<file path="src/rtl/spi_config_assembler_if.sv">
// Bus between the SPI byte receiver / VGA timing side and the config assembler.
// The master drives the frame, sync and enable inputs; the slave returns config and status.
interface spi_config_assembler_if;
   logic        ena;
   logic        ss_n;
   logic        byte_valid;
   logic [7:0]  byte_data;
   logic        vs;
   logic [31:0] config_out;
   logic        commit_pulse;
   logic        pending;
   logic [7:0]  status_byte;

   modport master (
      output ena, ss_n, byte_valid, byte_data, vs,
      input  config_out, commit_pulse, pending, status_byte
   );

   modport slave (
      input  ena, ss_n, byte_valid, byte_data, vs,
      output config_out, commit_pulse, pending, status_byte
   );
endinterface

</file>
<file path="src/rtl/spi_config_assembler.sv">
// Packs one SPI frame of bytes (MSB-first) into a staged word and commits it to
// config_out on the vsync assert edge, so the consumer never sees a torn update.
module spi_config_assembler #(
   parameter logic [31:0] RESET_CONFIG  = 32'h00FC_0000,
   parameter bit          VS_ACTIVE_LOW = 1'b1,
   parameter int unsigned FRAME_BYTES   = 4
) (
   input  logic                  clk,
   input  logic                  rst_n,
   spi_config_assembler_if.slave bus
);

   localparam int unsigned W    = 8 * FRAME_BYTES;
   localparam logic [2:0]  FULL = 3'(FRAME_BYTES);

   typedef enum logic [1:0] {IDLE, COLLECT, DRAIN} state_t;

   state_t       state, state_n;
   logic         ss_m, ss_s, ss_d;
   logic         vs_m, vs_s, vs_d;
   logic [W-1:0] shift, shift_n;
   logic [W-1:0] staged, staged_n;
   logic [2:0]   byte_cnt, cnt_n;
   logic         pending, pending_n;
   logic         err_short, err_short_n;
   logic         err_long, err_long_n;
   logic         overrun, overrun_n;
   logic [31:0]  config_r;
   logic         commit_r;
   logic         ss_fall, ss_rise, vs_assert, commit_go, frame_done;

   assign ss_fall   = ss_d & ~ss_s;
   assign ss_rise   = ~ss_d & ss_s;
   assign vs_assert = VS_ACTIVE_LOW ? (vs_d & ~vs_s) : (~vs_d & vs_s);
   assign commit_go = vs_assert & pending & bus.ena;

   always_ff @(posedge clk) begin
      if (!rst_n) begin
         state <= IDLE;
      end else begin
         state <= state_n;
      end
   end

   always_comb begin
      state_n     = state;
      shift_n     = shift;
      cnt_n       = byte_cnt;
      err_short_n = err_short;
      err_long_n  = err_long;
      overrun_n   = overrun;
      frame_done  = 1'b0;
      if (!bus.ena) begin
         state_n = IDLE;
         shift_n = '0;
         cnt_n   = '0;
      end else begin
         case (state)
            IDLE: begin
               if (ss_fall) begin
                  state_n     = COLLECT;
                  shift_n     = '0;
                  cnt_n       = '0;
                  err_short_n = 1'b0;
                  err_long_n  = 1'b0;
                  overrun_n   = 1'b0;
               end
            end
            COLLECT: begin
               if (bus.byte_valid) begin
                  if (byte_cnt < FULL) begin
                     shift_n = {shift[W-9:0], bus.byte_data};
                     cnt_n   = byte_cnt + 3'd1;
                  end else begin
                     err_long_n = 1'b1;
                     state_n    = DRAIN;
                  end
               end
               // The byte arriving with ss_rise is counted before the frame is judged.
               if (ss_rise) begin
                  state_n = IDLE;
                  if (!err_long_n) begin
                     if (cnt_n == FULL) begin
                        frame_done = 1'b1;
                     end else begin
                        err_short_n = 1'b1;
                     end
                  end
               end
            end
            DRAIN: begin
               if (ss_rise) begin
                  state_n = IDLE;
               end
            end
            default: state_n = IDLE;
         endcase
      end
      // A commit consuming the old word in the same cycle absorbs the new one cleanly.
      if (frame_done && pending && !commit_go) begin
         overrun_n = 1'b1;
      end
      staged_n  = frame_done ? shift_n : staged;
      pending_n = frame_done ? 1'b1 : (commit_go ? 1'b0 : pending);
   end

   always_ff @(posedge clk) begin
      if (!rst_n) begin
         ss_m      <= 1'b1;
         ss_s      <= 1'b1;
         ss_d      <= 1'b1;
         vs_m      <= VS_ACTIVE_LOW;
         vs_s      <= VS_ACTIVE_LOW;
         vs_d      <= VS_ACTIVE_LOW;
         shift     <= '0;
         staged    <= '0;
         byte_cnt  <= '0;
         pending   <= 1'b0;
         err_short <= 1'b0;
         err_long  <= 1'b0;
         overrun   <= 1'b0;
         config_r  <= RESET_CONFIG;
         commit_r  <= 1'b0;
      end else begin
         ss_m      <= bus.ss_n;
         ss_s      <= ss_m;
         ss_d      <= ss_s;
         vs_m      <= bus.vs;
         vs_s      <= vs_m;
         vs_d      <= vs_s;
         shift     <= shift_n;
         staged    <= staged_n;
         byte_cnt  <= cnt_n;
         pending   <= pending_n;
         err_short <= err_short_n;
         err_long  <= err_long_n;
         overrun   <= overrun_n;
         commit_r  <= commit_go;
         if (commit_go) begin
            config_r <= staged;
         end
      end
   end

   assign bus.config_out   = config_r;
   assign bus.commit_pulse = commit_r;
   assign bus.pending      = pending;
   assign bus.status_byte  = {pending, err_short, err_long, overrun, 1'b0, byte_cnt};

endmodule
</file>
<file path="src/flat_wrapper.sv">
// flat-port wrapper written by rule: the top's interface ports become plain ports
module spi_config_assembler_flat 
#(
   parameter logic [31:0] RESET_CONFIG  = 32'h00FC_0000,
   parameter bit          VS_ACTIVE_LOW = 1'b1,
   parameter int unsigned FRAME_BYTES   = 4
)
  (clk, rst_n, bus_ena, bus_ss_n, bus_byte_valid, bus_byte_data, bus_vs, bus_config_out, bus_commit_pulse, bus_pending, bus_status_byte);
  spi_config_assembler_if bus_i ();
  input  logic clk;
  input  logic rst_n;
  input wire logic [$bits(bus_i.ena)-1:0] bus_ena;
  input wire logic [$bits(bus_i.ss_n)-1:0] bus_ss_n;
  input wire logic [$bits(bus_i.byte_valid)-1:0] bus_byte_valid;
  input wire logic [$bits(bus_i.byte_data)-1:0] bus_byte_data;
  input wire logic [$bits(bus_i.vs)-1:0] bus_vs;
  output wire logic [$bits(bus_i.config_out)-1:0] bus_config_out;
  output wire logic [$bits(bus_i.commit_pulse)-1:0] bus_commit_pulse;
  output wire logic [$bits(bus_i.pending)-1:0] bus_pending;
  output wire logic [$bits(bus_i.status_byte)-1:0] bus_status_byte;
  assign bus_i.ena = bus_ena;
  assign bus_i.ss_n = bus_ss_n;
  assign bus_i.byte_valid = bus_byte_valid;
  assign bus_i.byte_data = bus_byte_data;
  assign bus_i.vs = bus_vs;
  assign bus_config_out = bus_i.config_out;
  assign bus_commit_pulse = bus_i.commit_pulse;
  assign bus_pending = bus_i.pending;
  assign bus_status_byte = bus_i.status_byte;
  spi_config_assembler #(.RESET_CONFIG(RESET_CONFIG), .VS_ACTIVE_LOW(VS_ACTIVE_LOW), .FRAME_BYTES(FRAME_BYTES)) u_core (.clk(clk), .rst_n(rst_n), .bus(bus_i));
endmodule
</file>
<file path="config.mk">
export PLATFORM = sky130hd
export DESIGN_NAME = spi_config_assembler_flat
export DESIGN_NICKNAME = d
export VERILOG_FILES = /design/src/rtl/spi_config_assembler_if.sv /design/src/rtl/spi_config_assembler.sv /design/src/flat_wrapper.sv
export SDC_FILE = /design/constraint.sdc
export NUM_CORES = 1
export LEC_CHECK = 0
export CAP_MARGIN = 40
export CORE_MARGIN = 2
export CORE_UTILIZATION = 54
export CTS_BUF_LIST = sky130_fd_sc_hd__clkbuf_4 sky130_fd_sc_hd__clkbuf_8 sky130_fd_sc_hd__clkbuf_16
export DETAILED_ROUTE_END_ITERATION = 7
export MAX_ROUTING_LAYER = met4
export PLACE_DENSITY = 0.75
export SLEW_MARGIN = 15
export SYNTH_ARGS = -nofsm -noshare
export SYNTH_HDL_FRONTEND = slang
export SYNTH_SLANG_ARGS = --single-unit
export TNS_END_PERCENT = 100
</file>
<file path="constraint.sdc">
create_clock -name clk -period 2.1 [get_ports clk]
set_input_delay 0.315 -clock clk [delete_from_list [all_inputs] [get_ports clk]]
set_output_delay 0.315 -clock clk [all_outputs]
set_load 0.005 [all_outputs]
</file>
==> metrics, run 1 <==
status finished, final reports clean; drt total wl 8.13 mm; Clock power frac 35.7%; vias in the first global route 2769; drt pass-1 iters 5; core area 7290 µm²; Post-Synth XOR/XNOR Area 0%; GRT Total Usage 21.0%; sequential-to-total area share from yosys stat 55.1%; clk_lat worst skew 0.38 ns; hold path startpoint u_core.vs_m$_SDFF_PN1_; Synth Area in Compound Gates 20.0%; Die W 90.8 µm; metal2 WL 3.62 mm; Antenna Nets Post-Route 0; DRC 0; DR WL/cell 14.9 µm; initial antenna violation count 0; CP max stage delay 0.61 ns; DP Area 4630 µm²; main combinational cell family by area after synthesis compound AO/OA/AOI/OAI gates; n_diodes 0; detailed placement HPWL 5.39 mm; Vias 2971; crit end category register; hold_ws 0.424 ns; setup ws final 0.245 ns; Synth Cell Area 4070 µm²; Slew Limit Fails 0; multiplexer area fraction after synthesis 0.246%; FMAX 0.539 GHz; CP Cell Sequence and4bb_1 -> nor2_4 -> a22o_1 -> nor2b_1; PD cells 724 nW/µm²; Starting Density 55.8%; final-report setup violation count 0; maximum vdd drop 0.322 mV; max cap viols 0; initial DRC count 157; cell internal pwr 2670 µW; synthesized instance count 399; crit-path max FO 33; CP Buf/Inv Count 0; logic gate share of total power 3.3%; Yosys top cell area share 55.1%; clk buf depth 2; post-synthesis register bit count 112; Setup CP Type register to register; Tmin final 1.86 ns; period utilization 88.3%; top cell type by total area after synthesis dfxtp_1; Chip Height 90.8 µm; fraction of layout cells with a size suffix above 1 8.52%; vias per inst 5.45; Synth Warn # 0; CP Launch Type register; CP top delay family simple AND/OR/NAND/NOR gates; Area growth, synth to finish 18.8%; sw power 823 µW; Synth Area in Adders 0.308%; cell area after layout 4830 µm²; Mean Syn Cell Area 10.2 µm²; Synth cell types 36; fin nets 456; sequential share of power 61.0%; FF-to-FF Start u_core.state[1]$_SDFFE_PN0P_; Post-CTS Hold Buffers 0; port buffer count 54; critical path data required time 2.42 ns; normalized max-slew margin 49.9%; Leak 0.00186 µW; Synth Area in Simple Gates 18.4%; first-pass GRT wire length 13.6 mm; clock slew at reported path FFs 0.11 ns; RSZ-0062 raised after global routing false; worst slack at placement -0.0319 ns; Hold WC Path Type register to register; I/O Pins 56; Final Skew 0.0141 ns; metal3 WL 372 µm; slowest CP cell nor2_4; Post-CTS Resized 0; GPL Wtd Cong 0.837; die area 8240 µm²; clock sinks 112; CTS tree done; Critical Path Source u_core.state[1]$_SDFFE_PN0P_; row cnt 31; H-tree levels 3; grt ovf 0; top routing layer in use met4; syn nets 414; largest net degree at the start of global routing 38; synth top area cells dfxtp_1, a22o_1, nand2_1; wl on met1 4.09 mm; Worst EP arrival 2.17 ns; root buffer cell clkbuf_8; Worst-Margin Slew 0.750 ns; Final Hold Vio Count 0; Num CTS Buffers 9; switching portion of total power 23.6%; Setup Buffers After CTS 0
[worst reg2reg max path: stages, from the launching register on]
cell and delay, ns:
dfxtp_1 0.48, and4bb_1 0.29, nor2_4 0.61, a22o_1 0.27
nor2b_1 0.15
[cell families (layout without fill, tap and decap cells)]
kind of cell | Yosys count | in the layout
AND/OR/NAND/NOR | 140 | 140
flip-flops | 112 | 112
AO/OA/AOI/OAI | 106 | 106
buffers and inverters | 38 | 85
adder cells (fa/ha/maj) | 1 | 1
other | 1 | 1
multiplexers | 1 | 1
[metrics by stage]
step,utilization (%),total power [µW],setup TNS (ns),std cells
after global placement,63.5,2300,-0.119,529
final,66.2,3500,0,545
after detailed placement,63.5,2300,-0.515,529
after CTS,66.2,3520,0,545
after floorplan,-,2250,0,399
after global routing,66.2,3630,0,545
[Yosys cell counts]
cell,number
buf_4,5
and4_1,1
nor2b_1,9
nor2_1,7
a22o_1,61
nand3_1,7
a21oi_1,35
o31ai_4,1
clkbuf_1,13
a31oi_2,1
inv_1,3
nor3_1,2
nor2_2,1
nand4b_1,1
nand4bb_1,1
nor2_4,1
and4bb_1,1
dfxtp_1,112
mux2i_1,1
and3_4,1
buf_6,9
nor3b_1,3
o32ai_1,1
o22ai_1,1
a31oi_1,2
a22o_2,3
ha_1,1
nand2_1,70
buf_2,8
nand2b_1,7
and2b_1,25
nor2b_2,1
conb_1,1
nor4b_2,1
a2111o_1,1
and4b_1,1
[power by group through the flow]
| stage | Combinational, µW | Clock [µW] | Sequential (µW) |
|---|---|---|---|
| global placement | 115 | 0 | 2180 |
| finish | 116 | 1250 | 2130 |
| floorplan | 69.7 | 0 | 2180 |
| detailed placement | 115 | 0 | 2180 |
| CTS | 116 | 1280 | 2130 |
| global route | 125 | 1370 | 2130 |
[area by class of cell]
type	count	area [µm²]
clock buffers	10	138
fillers	626	2460
repair buffers	66	668
inverters	3	11.3
multi-input cells	249	1590
flip-flops and latches	112	2240
well taps	99	124
clock inverters	6	61.3
[per-layer routing]
| layer | up-vias | track usage [%] |
|---|---|---|
| met2 | 84 | 30.7 |
| met1 | 1405 | 29.4 |
| met4 | 0 | 6.19 |
| met5 | - | - |
| met3 | 4 | 4.76 |
| li1 | 1478 | - |
[worst paths after layout]
check / to / slack (ns) / cells after the start
worst min register to register: u_core.vs_s$_SDFF_PN1_ / 0.42 / 1
worst max register to register: u_core.shift[4]$_SDFF_PN0_ / 0.24 / 4
worst max-delay path: u_core.shift[4]$_SDFF_PN0_ / 0.24 / 4
worst min-delay path: u_core.vs_s$_SDFF_PN1_ / 0.42 / 1
[flip-flops by register name (all words and copies together) (netlist names)]
register	flops
u_core.vs_d	1
u_core.state	2
u_core.ss_s	1
u_core.ss_d	1
u_core.bus.commit_pulse	1
u_core.vs_s	1
u_core.shift	32
u_core.bus.pending	1
u_core.bus.config_out	32
u_core.byte_cnt	3
u_core.staged	32
u_core.err_long	1
u_core.vs_m	1
u_core.overrun	1
u_core.ss_m	1
u_core.err_short	1
[layout by cell type (no fill, tap or decap), types with 2 or more instances in the layout]
master	n
inv_6	2
nor3_1	2
and2b_1	25
nor2_1	7
nor3b_1	3
a31oi_1	2
nand2_1	70
nor2b_1	9
clkdlybuf4s50_1	54
dfxtp_1	112
a22o_2	3
a22o_1	61
nand2b_1	7
nand3_1	7
a21oi_1	35
clkbuf_8	10
buf_12	3
buf_4	9
inv_1	3
Power figures use the tool's default switching activity.
==> inputs of run 2 (changes only) <==
--- a/config.mk
+++ b/config.mk
@@ -9,6 +9,7 @@
 export CORE_MARGIN = 2
 export CORE_UTILIZATION = 54
 export CTS_BUF_LIST = sky130_fd_sc_hd__clkbuf_4 sky130_fd_sc_hd__clkbuf_8 sky130_fd_sc_hd__clkbuf_16
+export CTS_CLUSTER_DIAMETER = 100
 export DETAILED_ROUTE_END_ITERATION = 7
 export MAX_ROUTING_LAYER = met4
 export PLACE_DENSITY = 0.75
==> results of run 2 <==
No change in the layout: final DEF, timing and power equal those of run 1.
